File: src/rtl/brcomp_pkg.sv
// Shared definitions for the sequential branch comparator: funct3 codes,
// FSM state encoding and the funct3 decode helpers.
package brcomp_pkg;

   localparam logic [2:0] F3_BEQ  = 3'b000;
   localparam logic [2:0] F3_BNE  = 3'b001;
   localparam logic [2:0] F3_BLT  = 3'b100;
   localparam logic [2:0] F3_BGE  = 3'b101;
   localparam logic [2:0] F3_BLTU = 3'b110;
   localparam logic [2:0] F3_BGEU = 3'b111;

   typedef enum logic [1:0] {
      IDLE = 2'd0,
      BUSY = 2'd1,
      DONE = 2'd2
   } state_t;

   function automatic logic f3_illegal(input logic [2:0] f3);
      return f3[2:1] == 2'b01;
   endfunction

   // Illegal codes 010/011 have funct3[1] set but still compare signed.
   function automatic logic f3_unsigned(input logic [2:0] f3);
      return f3[2] & f3[1];
   endfunction

   function automatic logic f3_taken(input logic [2:0] f3, input logic eq, input logic lt);
      logic taken;
      taken = 1'b0;
      case (f3)
         F3_BEQ:  taken = eq;
         F3_BNE:  taken = !eq;
         F3_BLT:  taken = lt;
         F3_BGE:  taken = !lt;
         F3_BLTU: taken = lt;
         F3_BGEU: taken = !lt;
         default: taken = 1'b0;
      endcase
      return taken;
   endfunction

endpackage

File: src/rtl/brcomp_slice.sv
// Unsigned compare of one SLICE-bit chunk of the operands.
module brcomp_slice #(
   parameter int SLICE = 8
) (
   input  logic [SLICE-1:0] a,
   input  logic [SLICE-1:0] b,
   output logic             lt,
   output logic             eq
);

   assign lt = (a < b);
   assign eq = (a == b);

endmodule

File: src/rtl/brcomp_seq.sv
// Multi-cycle branch comparator: walks the operands MSB-first one slice per
// cycle behind a valid/ready handshake and returns registered branch flags.
module brcomp_seq
   import brcomp_pkg::*;
#(
   parameter int XLEN       = 32,
   parameter int SLICE      = 8,
   parameter int EARLY_EXIT = 0
) (
   input  logic            i_clk,
   input  logic            i_rst_n,
   input  logic            i_flush,
   input  logic            i_valid,
   output logic            o_ready,
   input  logic [XLEN-1:0] i_rs1_data,
   input  logic [XLEN-1:0] i_rs2_data,
   input  logic [2:0]      i_funct3,
   output logic            o_valid,
   input  logic            i_ready,
   output logic            o_br_less,
   output logic            o_br_equal,
   output logic            o_br_taken,
   output logic            o_illegal
);

   localparam int NSLICE = XLEN / SLICE;
   localparam int IW     = (NSLICE > 1) ? $clog2(NSLICE) : 1;

   generate
      if (XLEN % SLICE != 0) begin : g_bad_slice
         $error("brcomp_seq: XLEN must be a multiple of SLICE");
      end
   endgenerate

   state_t            state_reg;
   logic [XLEN-1:0]   rs1_reg;
   logic [XLEN-1:0]   rs2_reg;
   logic [2:0]        f3_reg;
   logic [IW-1:0]     idx_reg;
   logic              eq_acc_reg;
   logic              lt_acc_reg;

   logic [XLEN-1:0]   rs1_in;
   logic [XLEN-1:0]   rs2_in;
   logic [SLICE-1:0]  a_sl [NSLICE];
   logic [SLICE-1:0]  b_sl [NSLICE];
   logic              sl_lt;
   logic              sl_eq;
   logic              eq_next;
   logic              lt_next;
   logic              finish;

   // Signed compare becomes unsigned once both sign bits are flipped.
   always_comb begin
      rs1_in = i_rs1_data;
      rs2_in = i_rs2_data;
      rs1_in[XLEN-1] = i_rs1_data[XLEN-1] ^ !f3_unsigned(i_funct3);
      rs2_in[XLEN-1] = i_rs2_data[XLEN-1] ^ !f3_unsigned(i_funct3);
   end

   for (genvar gi = 0; gi < NSLICE; gi++) begin : g_sl
      assign a_sl[gi] = rs1_reg[gi*SLICE +: SLICE];
      assign b_sl[gi] = rs2_reg[gi*SLICE +: SLICE];
   end

   brcomp_slice #(.SLICE(SLICE)) u_slice (
      .a  (a_sl[idx_reg]),
      .b  (b_sl[idx_reg]),
      .lt (sl_lt),
      .eq (sl_eq)
   );

   // The first differing slice decides; lower slices are ignored afterwards.
   always_comb begin
      eq_next = eq_acc_reg & sl_eq;
      lt_next = (eq_acc_reg && !sl_eq) ? sl_lt : lt_acc_reg;
      finish  = (idx_reg == '0) || ((EARLY_EXIT != 0) && eq_acc_reg && !sl_eq);
   end

   assign o_ready = (state_reg == IDLE);

   always_ff @(posedge i_clk) begin
      if (!i_rst_n) begin
         state_reg  <= IDLE;
         rs1_reg    <= '0;
         rs2_reg    <= '0;
         f3_reg     <= '0;
         idx_reg    <= '0;
         eq_acc_reg <= 1'b0;
         lt_acc_reg <= 1'b0;
         o_valid    <= 1'b0;
         o_br_less  <= 1'b0;
         o_br_equal <= 1'b0;
         o_br_taken <= 1'b0;
         o_illegal  <= 1'b0;
      end else if (i_flush) begin
         state_reg <= IDLE;
         o_valid   <= 1'b0;
      end else begin
         case (state_reg)
            IDLE: begin
               if (i_valid) begin
                  rs1_reg    <= rs1_in;
                  rs2_reg    <= rs2_in;
                  f3_reg     <= i_funct3;
                  eq_acc_reg <= 1'b1;
                  lt_acc_reg <= 1'b0;
                  idx_reg    <= IW'(NSLICE - 1);
                  state_reg  <= BUSY;
               end
            end
            BUSY: begin
               eq_acc_reg <= eq_next;
               lt_acc_reg <= lt_next;
               idx_reg    <= idx_reg - 1'b1;
               if (finish) begin
                  state_reg  <= DONE;
                  o_valid    <= 1'b1;
                  o_br_less  <= lt_next;
                  o_br_equal <= eq_next;
                  o_br_taken <= f3_taken(f3_reg, eq_next, lt_next);
                  o_illegal  <= f3_illegal(f3_reg);
               end
            end
            DONE: begin
               if (i_ready) begin
                  state_reg <= IDLE;
                  o_valid   <= 1'b0;
               end
            end
            default: state_reg <= IDLE;
         endcase
      end
   end

endmodule
File: config.mk
export PLATFORM = sky130hd
export DESIGN_NAME = brcomp_seq
export DESIGN_NICKNAME = d
export VERILOG_FILES = /design/src/rtl/brcomp_pkg.sv /design/src/rtl/brcomp_slice.sv /design/src/rtl/brcomp_seq.sv
export SDC_FILE = /design/constraint.sdc
export NUM_CORES = 1
export LEC_CHECK = 0
export CORE_ASPECT_RATIO = 2
export CORE_MARGIN = 1.5
export CORE_UTILIZATION = 49
export CTS_BUF_LIST = sky130_fd_sc_hd__clkbuf_8 sky130_fd_sc_hd__clkbuf_16
export DETAILED_ROUTE_END_ITERATION = 10
export GPL_TIMING_DRIVEN = 0
export PLACE_DENSITY = 0.83
export SETUP_SLACK_MARGIN = 0.2
export SLEW_MARGIN = 0
export SYNTH_ARGS = -nofsm -noshare
export SYNTH_HDL_FRONTEND = slang
export SYNTH_HIERARCHICAL = 1
export SYNTH_SLANG_ARGS = --single-unit
File: constraint.sdc
create_clock -name i_clk -period 6.4 [get_ports i_clk]
set_input_delay 0.96 -clock i_clk [delete_from_list [all_inputs] [get_ports i_clk]]
set_output_delay 0.96 -clock i_clk [all_outputs]
set_load 0.005 [all_outputs]
**After elaboration in Yosys (flattened, before gate mapping)**

Index checks and enable logic that the tools add are counted.

- $add $sub $neg: 1
- Magnitude comparators: 2
- Equal/unequal tests: 12
- Muxes and demuxes: 21
- Bitwise logic cells: 7
- Reduce and logical (&&, ||, !) cells: 18

Operators with widths:

| kind | number |
|---|---|
| $bmux 8 s2 | 2 |
| $mux 8 | 4 |
| $reduce_and 3->1 | 5 |
| $eq 3x3->1 const B | 4 |
| $eq 8x8->1 | 1 |
| $lt 8x8->1 | 1 |
| $mux 2 | 4 |
| $ne 2x2->1 const B | 3 |
| $pmux 1 s2 | 3 |
| $pmux 2 s3 | 1 |
| $reduce_or 2->1 | 3 |
| $mux 1 | 5 |
| $eq 2x1->1 const B | 2 |
| $logic_not 1->1 | 4 |
| $logic_not 2->1 | 2 |
| $pmux 1 s4 | 1 |
| $pmux 2 s2 | 1 |
| $reduce_bool 2->1 | 2 |
| $eq 3x1->1 const B | 1 |
| $ge 3x3->1 const B | 1 |
| $logic_not 3->1 | 1 |
| $not 2->3 | 1 |
| $and 1x1->1 | 2 |
| $eq 2x2->1 const B | 1 |
| other kinds (4) | 6 |

- Register bits after elaboration: 78
- Input bits: 72
- Output and inout port bits: 6

**Longest topological paths before layout**

- Depth after elaboration: 10
- Gate-level depth with buffers: 12
- Depth with buffers taken out: 10

**Cells and area by module**

The synthesis kept the hierarchy.

By module, submodules not included:

| module | times used | cells an instance | area each (um2) | sequential area each (um2) |
|---|---|---|---|---|
| brcomp_seq | 1 | 376 | 3345.7 | 1561.5 |
| brcomp_slice | 1 | 27 | 202.7 | 0.0 |

**Worst setup path after synthesis**

OpenSTA, ideal clock, no wires.

- Kind: register to register
- From: reg idx_reg[0]
- To: reg o_br_taken
- Library setup time: 0.119 ns
- Arrival: 2.588 ns
- Slack: 3.694 ns
- Cell stages (with the launch flop): 11
- Buffers on the path: 2
- Period minus slack after synthesis: 2.706 ns
- Cells stage by stage: dfxtp_1 buf_2 buf_2 mux4_2 ha_1 nand4_1 a21oi_1 a2111oi_2 mux2i_1 mux2i_1 o221a_2

RTL lines:

| what | line | source |
|---|---|---|
| start, declared | brcomp_seq.sv:39 | `logic [IW-1:0] idx_reg;` |
| start signal, assigned | brcomp_seq.sv:108 | `idx_reg <= IW'(NSLICE - 1);` |
| start signal, assigned | brcomp_seq.sv:115 | `idx_reg <= idx_reg - 1'b1;` |
| $not 2->3 (not written as such) (*) | brcomp_seq.sv:67, brcomp_seq.sv:68 |  |
| $bmux 8 s2 (on tied branches) | brcomp_seq.sv:67, brcomp_seq.sv:68 |  |
| $mux 8 (on tied branches) (2 in a row) | brcomp_seq.sv:67, brcomp_seq.sv:68 |  |
| $lt 8x8->1 (*) | brcomp_slice.sv:11 | `assign lt = (a < b);` |
| via sl_lt | brcomp_seq.sv:47 | `logic sl_lt;` |
| $mux 1 (*) | brcomp_seq.sv:76 | `lt_next = (eq_acc_reg && !sl_eq) ? sl_lt : lt_acc_reg;` |
| $logic_not 1->1 | brcomp_pkg.sv:34, brcomp_pkg.sv:36 |  |
| $pmux 1 s4 (*) | brcomp_pkg.sv:30 | `case (f3)` |
| end signal, assigned | brcomp_seq.sv:121 | `o_br_taken <= f3_taken(f3_reg, eq_next, lt_next);` |
| end, declared | brcomp_seq.sv:22 | `output logic o_br_taken,` |

The timed path passes the listed nets; every way through them passes the cells marked *. The select of a mux whose other input is x is not followed.
A chain may end at the register's enable or synchronous reset.

**Final worst setup path**

Same ends and word-level chain as after synthesis.

==> reports/results.txt <==
DR vias = 3138
Die X = 63.2 um
Worst hold slack = 0.452 ns
Longest Clk Path Bufs = 2
Worst IR Drop VDD = 0.000253 V
Layout Nets = 572
Synth Register Bits = 78
Syn Nets = 484
Crit path max fanout = 10
Antenna cells = 0
Initial DRC Count = 146
DR pass1 iterations = 4
Leakage = 0.00177 uW
Layout cell share with drive strength beyond 1 = 0.115
Final setup viols = 0
CTS tree = done
I/O Buffers = 77
Min Tclk post-route = 3.27 ns
Setup crit start kind = flop
Reg-to-reg setup timing slack = 3.13 ns
Yosys cell types = 33
Worst Min Path Start = rs1_reg[26]$_SDFFE_PN0P_
Worst endpoint required time = 6.63 ns
Setup Skew = 0.00646 ns
Mean number of vias per cell = 5.35
H-tree depth = 3
Filler instances = 565
Post-Synthesis Cell Area = 3550 sq um
Worst-path clk slew = 0.06 ns
Area grow syn2layout = 34.3%
Final Cell Area = 4770 sq um
Area post-placement = 4430 sq um
Hold endpoint = rs1_reg[26]$_SDFFE_PN0P_
Vert. Die Dim = 123 um
CTS buffer count = 9
Slew headroom = 0.641
Hold/Removal Path Class = flop to flop
Rows = 43
Max Clk Rate = 0.306 GHz
GRT overflow = 0
Initial core utilization = 0.507
Area of the die = 7790 sq um
CP Data Arrival Time = 3.50 ns
Global Route Usage Sum = 0.264
R2R Path End = o_br_taken$_SDFFE_PN0P_
Post-CTS resize count = 0
Final Hold Violating Endpoints = 0
Area occupied by multi-input gates = 1790 sq um
Final TNS setup = 0 ns
Status = finished, final reports clean
Antenna violations before repair = 0
WL per Instance = 16.3 um
Clk sinks = 78
Routability cong. = 0.834
Core Footprint = 6990 sq um
Top-area cell type share of the netlist area = 0.440
Top cell type by total area after synthesis = dfxtp_1
Vias in the first global route = 3322
Mean area per synthesized cell = 8.80 sq um
Synth area leaders = dfxtp_1 44%, nand2_1 15%, mux4_2 10%
Period utilisation layout = 0.511
WL final = 9580 um
RSZ-0062 raised after global routing = false
Most common cell after layout, fill and taps aside = nand2_1
Crit end category = flop
Largest net degree at the start of global routing = 13
Post-CTS Hold Buffers = 0
Skew-Pair Late Insertion Delay = 0.35 ns
Register area = 1560 sq um
Ports = 78
Number of max-cap violations = 0
Final-report max-slew violation count = 0
Number of post-CTS setup repair buffers = 0
CTS root buffer = clkbuf_16
HPWL after detailed placement = 7290 um
First-pass GRT wire length = 15300 um
Routed Antenna Nets = 0
Reg2reg path depth = 10
Highest-count cells in the layout ignoring fill and taps = 142 x nand2_1, 78 x dfxtp_1, 77 x clkdlybuf4s50_1
Slew @ Worst Pin = 0.538 ns
Hold Path Cell Cnt = 2
Sequential share of the synthesized area = 0.440
Worst Path Class, Setup = flop to flop
Cells after Synth = 403
Pwr Density = 268 nW/um^2
Worst reg2reg path startpoint = idx_reg[0]$_SDFFE_PN0P_
Syn. warnings = 6
Residual DRC = 0
-- final cells by class --
type / instances / area share
Buffer: 27 / 0.0310
Inverter: 12 / 0.00945
Multi-Input combinational cell: 286 / 0.376
Clock buffer: 12 / 0.0559
Tap cell: 90 / 0.0236
Sequential cell: 78 / 0.328
Timing Repair Buffer: 77 / 0.162
Clock inverter: 4 / 0.0144
-- power breakdown --
group	total, uW	internal, uW	switching, uW
Clock	569	371	198
Combinational	189	97.3	92.2
Sequential	521	509	12.7
Total	1280	977	303
-- Yosys cell counts, drive strengths merged --
library cell and count:
buf 20, o221a 1, nor2b 2, xor2 3
nor2 11, inv 12, nand4 2, a2111oi 1
nand2 142, nand2b 3, nor4b 1, o21ai 2
clkbuf 7, o211ai 1, a211oi 1, dfxtp 78
nand3b 2, o21a 1, mux2i 3, and3 2
ha 9, mux4 16, a21oi 37, nor3 2
a31oi 1, nand3 2, a21boi 39, o31ai 1
a311oi 1
-- worst max path at each step --
| stage | slack, ns | start | cells after the start | end |
|---|---|---|---|---|
| after floorplan | 3.69 | idx_reg[0]$_SDFFE_PN0P_ | 10 | o_br_taken$_SDFFE_PN0P_ |
| after global placement | 3.30 | idx_reg[0]$_SDFFE_PN0P_ | 10 | o_br_taken$_SDFFE_PN0P_ |
| after detailed placement | 3.21 | idx_reg[0]$_SDFFE_PN0P_ | 10 | o_br_taken$_SDFFE_PN0P_ |
| after CTS | 3.17 | idx_reg[0]$_SDFFE_PN0P_ | 10 | o_br_taken$_SDFFE_PN0P_ |
| after global routing | 3.03 | idx_reg[0]$_SDFFE_PN0P_ | 10 | o_br_taken$_SDFFE_PN0P_ |
| final | 3.13 | idx_reg[0]$_SDFFE_PN0P_ | 10 | o_br_taken$_SDFFE_PN0P_ |
-- critical path: stages (launching register included) --
cell	delay [ns]
dfxtp_1	0.30
buf_2	0.26
buf_2	0.33
mux4_2	0.55
ha_1	0.32
nand4_1	0.17
a21oi_1	0.09
a2111oi_2	0.45
mux2i_1	0.24
mux2i_1	0.16
o221a_2	0.27
-- metrics by stage --
step / std cells / setup slack (ns) / util / total power, uW
2_1_floorplan: 403 / 3.69 / - / 633
3_3_place_gp: 570 / 3.30 / 0.634 / 709
3_5_place_dp: 570 / 3.21 / 0.634 / 717
4_1_cts: 586 / 3.17 / 0.682 / 1280
5_1_grt: 586 / 3.03 / 0.682 / 1320
6_report: 586 / 3.13 / 0.682 / 1280
-- per-layer routing --
metal,global-route usage,vias to the layer above,share of wire
met5,0,-,0
met4,0.183,0,0.044
met3,0.0573,33,0.038
met2,0.502,95,0.56
met1,0.244,1479,0.35
li1,-,1531,-
-- logic make-up (layout without fill, tap and decap cells) --
kind of cell / Yosys count / count (layout) / share of synthesized area
AO/OA/AOI/OAI: 86 / 86 / 0.161
adder cells (fa/ha/maj): 9 / 9 / 0.0317
flip-flops: 78 / 78 / 0.440
XOR/XNOR: 3 / 3 / 0.00741
buffers and inverters: 39 / 132 / 0.0543
multiplexers: 19 / 19 / 0.110
AND/OR/NAND/NOR: 169 / 169 / 0.196
No activity file was read; power rests on OpenSTA's default activity.
